### src/rtl/fetch_queue.sv
// Instruction prefetch queue: issues PCs to a 1-cycle synchronous imem and buffers {instr, pc} for decode.
// Credit-limited issue (count + in-flight < DEPTH); a redirect flush drops queued and in-flight fetches.
module fetch_queue #(
  parameter int NB_ADDR  = 32,
  parameter int NB_INSTR = 32,
  parameter int DEPTH    = 4
) (
  input  logic                     i_clk,
  input  logic                     i_reset,
  input  logic [NB_ADDR-1:0]       i_pc,
  output logic                     o_pc_stall,
  output logic                     o_imem_en,
  output logic [NB_ADDR-1:0]       o_imem_addr,
  input  logic [NB_INSTR-1:0]      i_imem_data,
  input  logic                     i_flush,
  output logic                     o_valid,
  output logic [NB_INSTR-1:0]      o_instr,
  output logic [NB_ADDR-1:0]       o_instr_pc,
  input  logic                     i_ready,
  output logic [$clog2(DEPTH):0]   o_count
);

  localparam int PW = $clog2(DEPTH);
  localparam int CW = PW + 1;
  localparam logic [CW:0] DEPTH_C = (CW+1)'(DEPTH);

  logic [NB_INSTR-1:0] instr_mem [DEPTH];
  logic [NB_ADDR-1:0]  pc_mem    [DEPTH];

  logic [PW-1:0]      rd_q, rd_d, wr_q, wr_d;
  logic [CW-1:0]      count_q, count_d;
  logic               infl_q, infl_d;
  logic [NB_ADDR-1:0] infl_pc_q, infl_pc_d;

  logic [CW:0] used;
  logic        issue, push, pop;

  // A slot is reserved for the in-flight word, so the FIFO can never overflow.
  assign used  = {1'b0, count_q} + {{CW{1'b0}}, infl_q};
  assign issue = i_reset & ~i_flush & (used < DEPTH_C);
  assign push  = infl_q & ~i_flush;
  assign pop   = o_valid & i_ready & ~i_flush;

  assign o_imem_en   = issue;
  assign o_imem_addr = i_pc;
  assign o_pc_stall  = ~issue & ~i_flush;
  assign o_valid     = (count_q != '0);
  assign o_instr     = instr_mem[rd_q];
  assign o_instr_pc  = pc_mem[rd_q];
  assign o_count     = count_q;

  always_comb begin
    rd_d      = rd_q;
    wr_d      = wr_q;
    count_d   = count_q;
    infl_d    = infl_q;
    infl_pc_d = infl_pc_q;
    if (i_flush) begin
      rd_d    = '0;
      wr_d    = '0;
      count_d = '0;
      infl_d  = 1'b0;
    end else begin
      infl_d = issue;
      if (issue) infl_pc_d = i_pc;
      if (push)  wr_d = wr_q + PW'(1);
      if (pop)   rd_d = rd_q + PW'(1);
      case ({push, pop})
        2'b10:   count_d = count_q + CW'(1);
        2'b01:   count_d = count_q - CW'(1);
        default: count_d = count_q;
      endcase
    end
  end

  always_ff @(posedge i_clk or negedge i_reset) begin
    if (!i_reset) begin
      rd_q      <= '0;
      wr_q      <= '0;
      count_q   <= '0;
      infl_q    <= 1'b0;
      infl_pc_q <= '0;
    end else begin
      rd_q      <= rd_d;
      wr_q      <= wr_d;
      count_q   <= count_d;
      infl_q    <= infl_d;
      infl_pc_q <= infl_pc_d;
    end
  end

  always_ff @(posedge i_clk) begin
    if (push) begin
      instr_mem[wr_q] <= i_imem_data;
      pc_mem[wr_q]    <= infl_pc_q;
    end
  end

endmodule

### config.mk
export PLATFORM = sky130hd
export DESIGN_NAME = fetch_queue
export DESIGN_NICKNAME = d
export VERILOG_FILES = /design/src/rtl/fetch_queue.sv
export SDC_FILE = /design/constraint.sdc
export NUM_CORES = 1
export LEC_CHECK = 0
export CAP_MARGIN = 30
export CORE_UTILIZATION = 58
export CTS_CLUSTER_SIZE = 25
export DETAILED_ROUTE_END_ITERATION = 8
export PLACE_DENSITY = 0.85
export SLEW_MARGIN = 10
export SYNTH_ARGS = -nofsm -noshare
export SYNTH_HDL_FRONTEND = slang
export SYNTH_SLANG_ARGS = --single-unit
export TNS_END_PERCENT = 10
### constraint.sdc
create_clock -name i_clk -period 5.4 [get_ports i_clk]
set_input_delay 1.08 -clock i_clk [delete_from_list [all_inputs] [get_ports i_clk]]
set_output_delay 1.08 -clock i_clk [all_outputs]
set_load 0.005 [all_outputs]
==> results.md, run 1 <==
* Reg-to-reg endpoint: infl_pc_q[7]
* Min Tclk post-route at ~4.2 ns
* Ys flop type: edfxtp_1
* DRT Pass-1 Iters at 4
* IO Count at 170
* Synth cell types at 34
* DR vias at 5237
* TNS Setup at 0 ns
* Final WL at roughly 20 mm
* CP most frequent cell: clkdlybuf4s50_1
* Final nets at between 700 and 800
* Max_slew headroom at 34.7%
* Critical Path RT at 4.32 ns
* Post-CTS setup repair buffer count at 0
* Largest family of logic cells by synthesized area: multiplexers
* Final WS setup at 1.24 ns
* Worst hold path type: reg2reg
* CTS tree: done
* Max cap viols at 0
* Antenna Cells at 0
* Worst-path clk slew at 0.06 ns
* Maximum fanout along the worst path at 15
* Fmax at approximately 240 MHz
* Routability Congestion at 0.762
* Area growth syn-to-layout at 23.3%
* Delay of the slowest cell on the worst path at around 0.6 ns
* Worst Path Class, Setup: in2out
* Crit path max-delay family: buffers and inverters
* Setup slack, reg-to-reg at 3.11 ns
* Synth Area in Compound Gates at less than 1%
* Max-slew violations at 0
* Final cycle utilization of the critical path at between 70 and 80%
* Clk root buf: clkbuf_16
* Yosys warnings at 0
* Syn_nets at 563
* Worst EP arrival at 3.08 ns
* Detailed placement HPWL at 11.6 mm
* Final Hold Viols at 0
* Core Rows at 50
* Avg Cell Area, Syn at 23.1 um2
* Util after Layout at 73.9%
* Die Y at approximately 140 um
* Worst path depth at 4
* Core area at 18900 um2
* Die area at roughly 20000 um2
* First-pass GRT wire length at 31.0 mm
* VDD IR max at 320 uV
* Sequential area share after synthesis at 76.7%
* Crit start category: input pin
* CP max stage cell: clkdlybuf4s50_1
* PortBufs at 169
* DP Area at 13000 um2
* Critical Path Sink Type: output port
* Synth Area in Adders at less than 1%
* Worst setup path start: i_flush
* Fin area at 14000 um2
* Setup violators final at 0
* Asr flop ratio synth at 13.5%
* Xor/xnor share of the synthesized area at 0.387%
* Tightest Pin Transition at 0.980 ns
* Mapped Cells at 490
* CTS hold repair buffers at 0
* Drt wl/cell at ~22 um
* Cell Chain, Critical Path: clkdlybuf4s50_1 -> nor2_2 -> and3_2 -> clkdlybuf4s50_1
* Pre-CTS WS at 1.26 ns
* FF-to-FF path depth at 4
* Launch point of the worst reg-to-reg path: infl_q
* CP bufs+invs at 2
* CP Capture Point: o_imem_en
* Max clock buf depth at 3
* Mux contribution to synthesized area at 16.9%
* Post-CTS resize count at 0
* Synth Register Bits at 296
* Initial Util at 59.9%
* Layout cells sized above 1 at 22.9%
* Simple-gate share of the synthesized area at 1.15%
* Antenna viol nets, final at 0
* Clock sinks at 296
* Vias in the first global route at 5632
* Overall routing resource usage at 20.7%
* Die X at between 100 and 150 um
* P_leak at between 4 and 5 nW
* EDFF count, synth at 256
* Fill count at 1071
* Worst-skew pair later-pin latency at 0.53 ns
* Largest net degree at the start of global routing at 66
* Power per Cell Area at 424 nW/um2
* DRC at 0
* Cell Area, Synth at roughly 11000 um2
* Status: finished, final reports clean
* Initial antenna violation count at 0
* RSZ-0062 raised after global routing: false
* Htree depth at 1
* DR iter-0 viols at 266
* GRT overflow at 0
* Via density at 5.65
* Clock skew at 0.0107 ns
* CTS Buf Count at 29
-- area by class of cell --
cell class                      instances  area [um2]  area share, %
Tap cell                              260         325           2.33
Timing Repair Buffer                  176        1820           13.0
Multi-Input combinational cell        139        2230           16.0
Inverter                                3        11.3         0.0807
Sequential cell                       296        8700           62.3
Clock buffer                           43         828           5.93
Clock inverter                         10        47.5          0.341
-- kinds of logic (layout without fill, tap and decap cells) --
kind of cell	Yosys count	in the layout
adders and majority gates	5	5
DFF	296	296
AOI/OAI and AO/OA	8	8
and+or+nand+nor	24	24
muxes	97	97
xor gates and xnor gates	5	5
buffers and inverters	55	232
-- worst min path at each step --
stage / start / endpoint / slack (ns) / cells after the start
2_1_floorplan: infl_pc_q[5] / pc_mem[0][5] / 0.47 / 0
3_3_place_gp: infl_pc_q[19] / pc_mem[0][19] / 0.49 / 0
3_5_place_dp: infl_pc_q[16] / pc_mem[0][16] / 0.50 / 0
4_1_cts: infl_pc_q[8] / pc_mem[0][8] / 0.52 / 0
5_1_grt: infl_pc_q[2] / pc_mem[3][2] / 0.54 / 0
6_report: infl_pc_q[8] / pc_mem[0][8] / 0.52 / 0
-- worst register-to-register path, stage by stage, from the launching register on --
cell,delay [ns]
dfrtp_1,0.54
nand3_1,0.18
and3_2,0.56
buf_4,0.48
mux2_2,0.40
-- metrics by stage --
| stage | total power [W] | hold slack (ns) | std cells |
|---|---|---|---|
| after floorplan | 0.00357 | 0.472 | 490 |
| after global placement | 0.00410 | 0.488 | 870 |
| after detailed placement | 0.00415 | 0.504 | 870 |
| after CTS | 0.00597 | 0.518 | 923 |
| after global routing | 0.00614 | 0.536 | 927 |
| final | 0.00593 | 0.520 | 927 |
-- power breakdown --
part           switching [W]  internal (W)
Clock               0.000777       0.00105
Combinational       0.000398      0.000792
Sequential          0.000194       0.00271
Total                0.00137       0.00456
-- layout by cell type (no fill, tap or decap), drive strengths merged --
cell / netlist / final
nor3: 2 / 2
mux4: 64 / 64
a31oi: 1 / 1
o21a: 1 / 1
nor2b: 2 / 2
clkinvlp: 0 / 1
clkinv: 0 / 9
nor2: 9 / 9
dfrtp: 40 / 40
and2: 4 / 4
mux2: 32 / 32
clkbuf: 2 / 43
nand3b: 1 / 1
buf: 50 / 8
edfxtp: 256 / 256
a22o: 1 / 1
ha: 4 / 4
o311ai: 1 / 1
nand4b: 1 / 1
xnor2: 3 / 3
a221oi: 2 / 2
and3: 3 / 3
o31ai: 1 / 1
fa: 1 / 1
xor2: 2 / 2
a21oi: 1 / 1
nand3: 2 / 2
clkdlybuf4s50: 0 / 168
inv: 3 / 3
mux2i: 1 / 1
-- synth_stat cells, types with 3 or more instances --
| master | n | area (um2) |
|---|---|---|
| and2_1 | 4 | 25.0 |
| buf_12 | 3 | 60.1 |
| buf_2 | 7 | 35.0 |
| buf_4 | 37 | 278 |
| dfrtp_1 | 40 | 1000 |
| edfxtp_1 | 256 | 7690 |
| ha_1 | 4 | 50.1 |
| inv_1 | 3 | 11.3 |
| mux2_2 | 4 | 45.0 |
| mux2_4 | 28 | 420 |
| mux4_2 | 64 | 1440 |
| nor2_1 | 8 | 30.0 |
| xnor2_1 | 3 | 26.3 |
-- routing by layer --
layer	global-route usage [%]	share of wire [%]	vias to the layer above
met5	0	0	-
met4	5.26	1.9	0
met3	2.83	4.8	33
met2	35.5	50	176
met1	28.4	43	2749
li1	-	-	2279
-- state kept, by name, indices dropped and copies added, names as in the netlist --
name       count
infl_pc_q     32
pc_mem       128
rd_q           2
o_count        3
infl_q         1
instr_mem    128
wr_q           2
(Power assumes the default switching activity.)
==> run 2, diff against run 1 <==
- CORE_UTILIZATION: 58 -> 54
- PLACE_DENSITY: 0.85 -> 0.8
- clock period: 5.4 -> 4.05 ns (I/O delays scaled with it)
==> run 2 against run 1 <==
  * Register-to-register slack worse by 1.3 ns
  * Largest cell class unchanged
  * Core utilization down 5.1 points
  * Worst hold slack worse by 0.14 ns
  * Total power up 34%
  * Clock skew down 0.0013 ns
==> results.md, run 2 (synthesized netlist as in run 1, its figures left out) <==
* Tightest Pin Transition at 0.583 ns (-0.397 ns)
* Final cycle utilization of the critical path at 83.9%
* Critical Path RT at 3.24 ns (-1.08 ns)
* Min Tclk post-route at 3.40 ns
* Overall routing resource usage at 19.7% (-0.97 points)
* DRT Pass-1 Iters at 4 (unchanged)
* Antenna viol nets, final at 0 (unchanged)
* DR vias at 5259 (+0.42%)
* CTS tree: done
* Initial antenna violation count at 0 (unchanged)
* Max cap viols at 0 (unchanged)
* Layout cells sized above 1 at 23.8% (+0.91 points)
* Htree depth at 1 (unchanged)
* NetSw at 0.00184 W (+35%)
* Initial Util at 55.6% (-4.3 points)
* Max clock buf depth at 3 (unchanged)
* Most common cell after layout, fill and taps aside: edfxtp_1
* Sw Ratio at 23.2% (+0.14 points)
* Area growth syn-to-layout at 23.7%
* CTS Buf Count at 29 (unchanged)
* Post-route insts no fill at 941 (+1.5%)
* Setup violators final at 0 (unchanged)
* WHS at 0.384 ns (-0.137 ns)
* Global-route layer with the greatest usage: met2
* Final Hold Viols at 0 (unchanged)
* Pre-CTS WS at 0.785 ns (-0.478 ns)
* DR iter-0 viols at 310 (+17%)
* Maximum fanout along the worst path at 19 (+4)
* Antenna Cells at 0 (unchanged)
* Final WL at 20.4 mm (-0.13%)
* Final nets at 722 (+0.56%)
* Placed cells at 887 (+2.0%)
* GR Layer Usage met3 at 3.32% (+0.49 points)
* Drt wl/cell at 21.6 um (-1.6%)
* P_leak at 4.65 nW (+0.46%)
* Final WS setup at 0.654 ns (-0.582 ns)
* Max_slew headroom at 61.1% (+26 points)
* Vias in the first global route at 5734 (+1.8%)
* IO Count at 170 (unchanged)
* Die Y at 147 um (+3.6%)
* Largest net degree at the start of global routing at 66 (unchanged)
* VDD IR max at 358 uV (+12%)
* GRT overflow at 0 (unchanged)
* Clock power frac at 30.9% (about the same)
* PortBufs at 169 (unchanged)
* Util after Layout at 68.8% (-5.1 points)
* GR Util met2 at 32.7% (-2.8 points)
* Regs by FF count: instr_mem x128, pc_mem x128, infl_pc_q x32
* Commonest non-fill, non-tap cells in the layout: edfxtp_1 (256), clkdlybuf4s50_1 (168), mux4_2 (64), dfrtp_1 (38), clkbuf_16 (29)
* Worst hold path type: in2async
* Die area at 21500 um2 (+7.3%)
* Worst-path clk slew at 0.06 ns (about the same)
* Fmax at 294 MHz
* Worst EP arrival at 2.59 ns (-0.49 ns)
* Post-CTS resize count at 0 (unchanged)
* RSZ-0062 raised after global routing: false
* Max-slew violations at 0 (unchanged)
* Clk root buf: clkbuf_16
* Clock skew at 0.00936 ns (-0.00133 ns)
* Power per Cell Area at 566 nW/um2 (+33%)
* Status: finished, final reports clean
* Core area at 20400 um2 (+7.8%)
* CTS hold repair buffers at 0 (unchanged)
* Core Rows at 52 (+4.0%)
* Met1 Usage GRT at 27.9% (-0.49 points)
* DRC at 0 (unchanged)
* Sequential power share at 48.4% (-0.6 points)
* Critical Path Sink Type: output port
* TNS Setup at 0 ns (unchanged)
* Gate power share at 20.6% (+0.5 points)
* Worst Path Class, Setup: reg2out
* First-pass GRT wire length at 32.1 mm (+3.5%)
* Clock sinks at 296 (unchanged)
* Post-CTS setup repair buffer count at 0 (unchanged)
* Routability Congestion at 0.739 (-2.9%)
* Pint at 0.00609 W (+34%)
* Crit start category: flip-flop
* Die X at 147 um (+3.6%)
* Detailed placement HPWL at 12.2 mm (+5.5%)
* Worst-skew pair later-pin latency at 0.53 ns (about the same)
* Via density at 5.59 (-1.1%)
==> run 2: cell types whose count changed in the layout (fill, tap and decap cells not counted), sizes merged <==
cell / before / now
buf: 8 / 12
bufinv: 0 / 1
clkbuf: 43 / 39
clkinv: 9 / 11
clkinvlp: 1 / 2
==> run 2: per-stage QoR <==
stage               cell area, um2  total power [W]
global route                 14000          0.00826
global placement             13100          0.00550
finish                       14000          0.00793
floorplan                    11300          0.00477
detailed placement           13100          0.00556
CTS                          14000          0.00801
==> run 2: metal layers <==
metal / share of wire, % / vias up
li1: - / 2294
met1: 43 / 2752
met2: 49 / 187
met3: 5.8 / 26
met4: 1.3 / 0
met5: 0 / -
==> run 2: layout make-up <==
type                    count  area (um2)
clock buffers              39         773
clock inverters            14        98.8
fillers                  1251        6360
inverters                   3        11.3
multi-input cells         139        2230
flip-flops and latches    296        8700
well taps                 270         338
repair buffers            180        1850
==> run 2: path summary, 6_finish.rpt <==
check	startpoint	end	slack, ns	cells past startpoint
max in group asynchronous	i_reset	rd_q[1]	3.23	2
hold / removal	i_reset	infl_pc_q[16]	0.38	2
setup / recovery	rd_q[0]	o_instr_pc[23]	0.65	3
setup reg to reg	o_count[0]	o_count[1]	1.80	5
hold reg to reg	infl_pc_q[31]	pc_mem[1][31]	0.52	0
min in group i_clk	infl_pc_q[31]	pc_mem[1][31]	0.52	0
==> run 2: worst max-delay path, stage by stage (launching register included) <==
cell and delay [ns]:
dfrtp_4 0.68, buf_4 0.35, mux4_2 0.55, clkdlybuf4s50_1 0.46
==> run 2: power by group through the flow <==
stage,clock network (W),registers (W),logic [W]
3_3_place_gp,0,0.00390,0.00159
4_1_cts,0.00250,0.00388,0.00164
3_5_place_dp,0,0.00394,0.00162
6_report,0.00245,0.00384,0.00164
5_1_grt,0.00263,0.00388,0.00175
2_1_floorplan,0,0.00379,0.000978
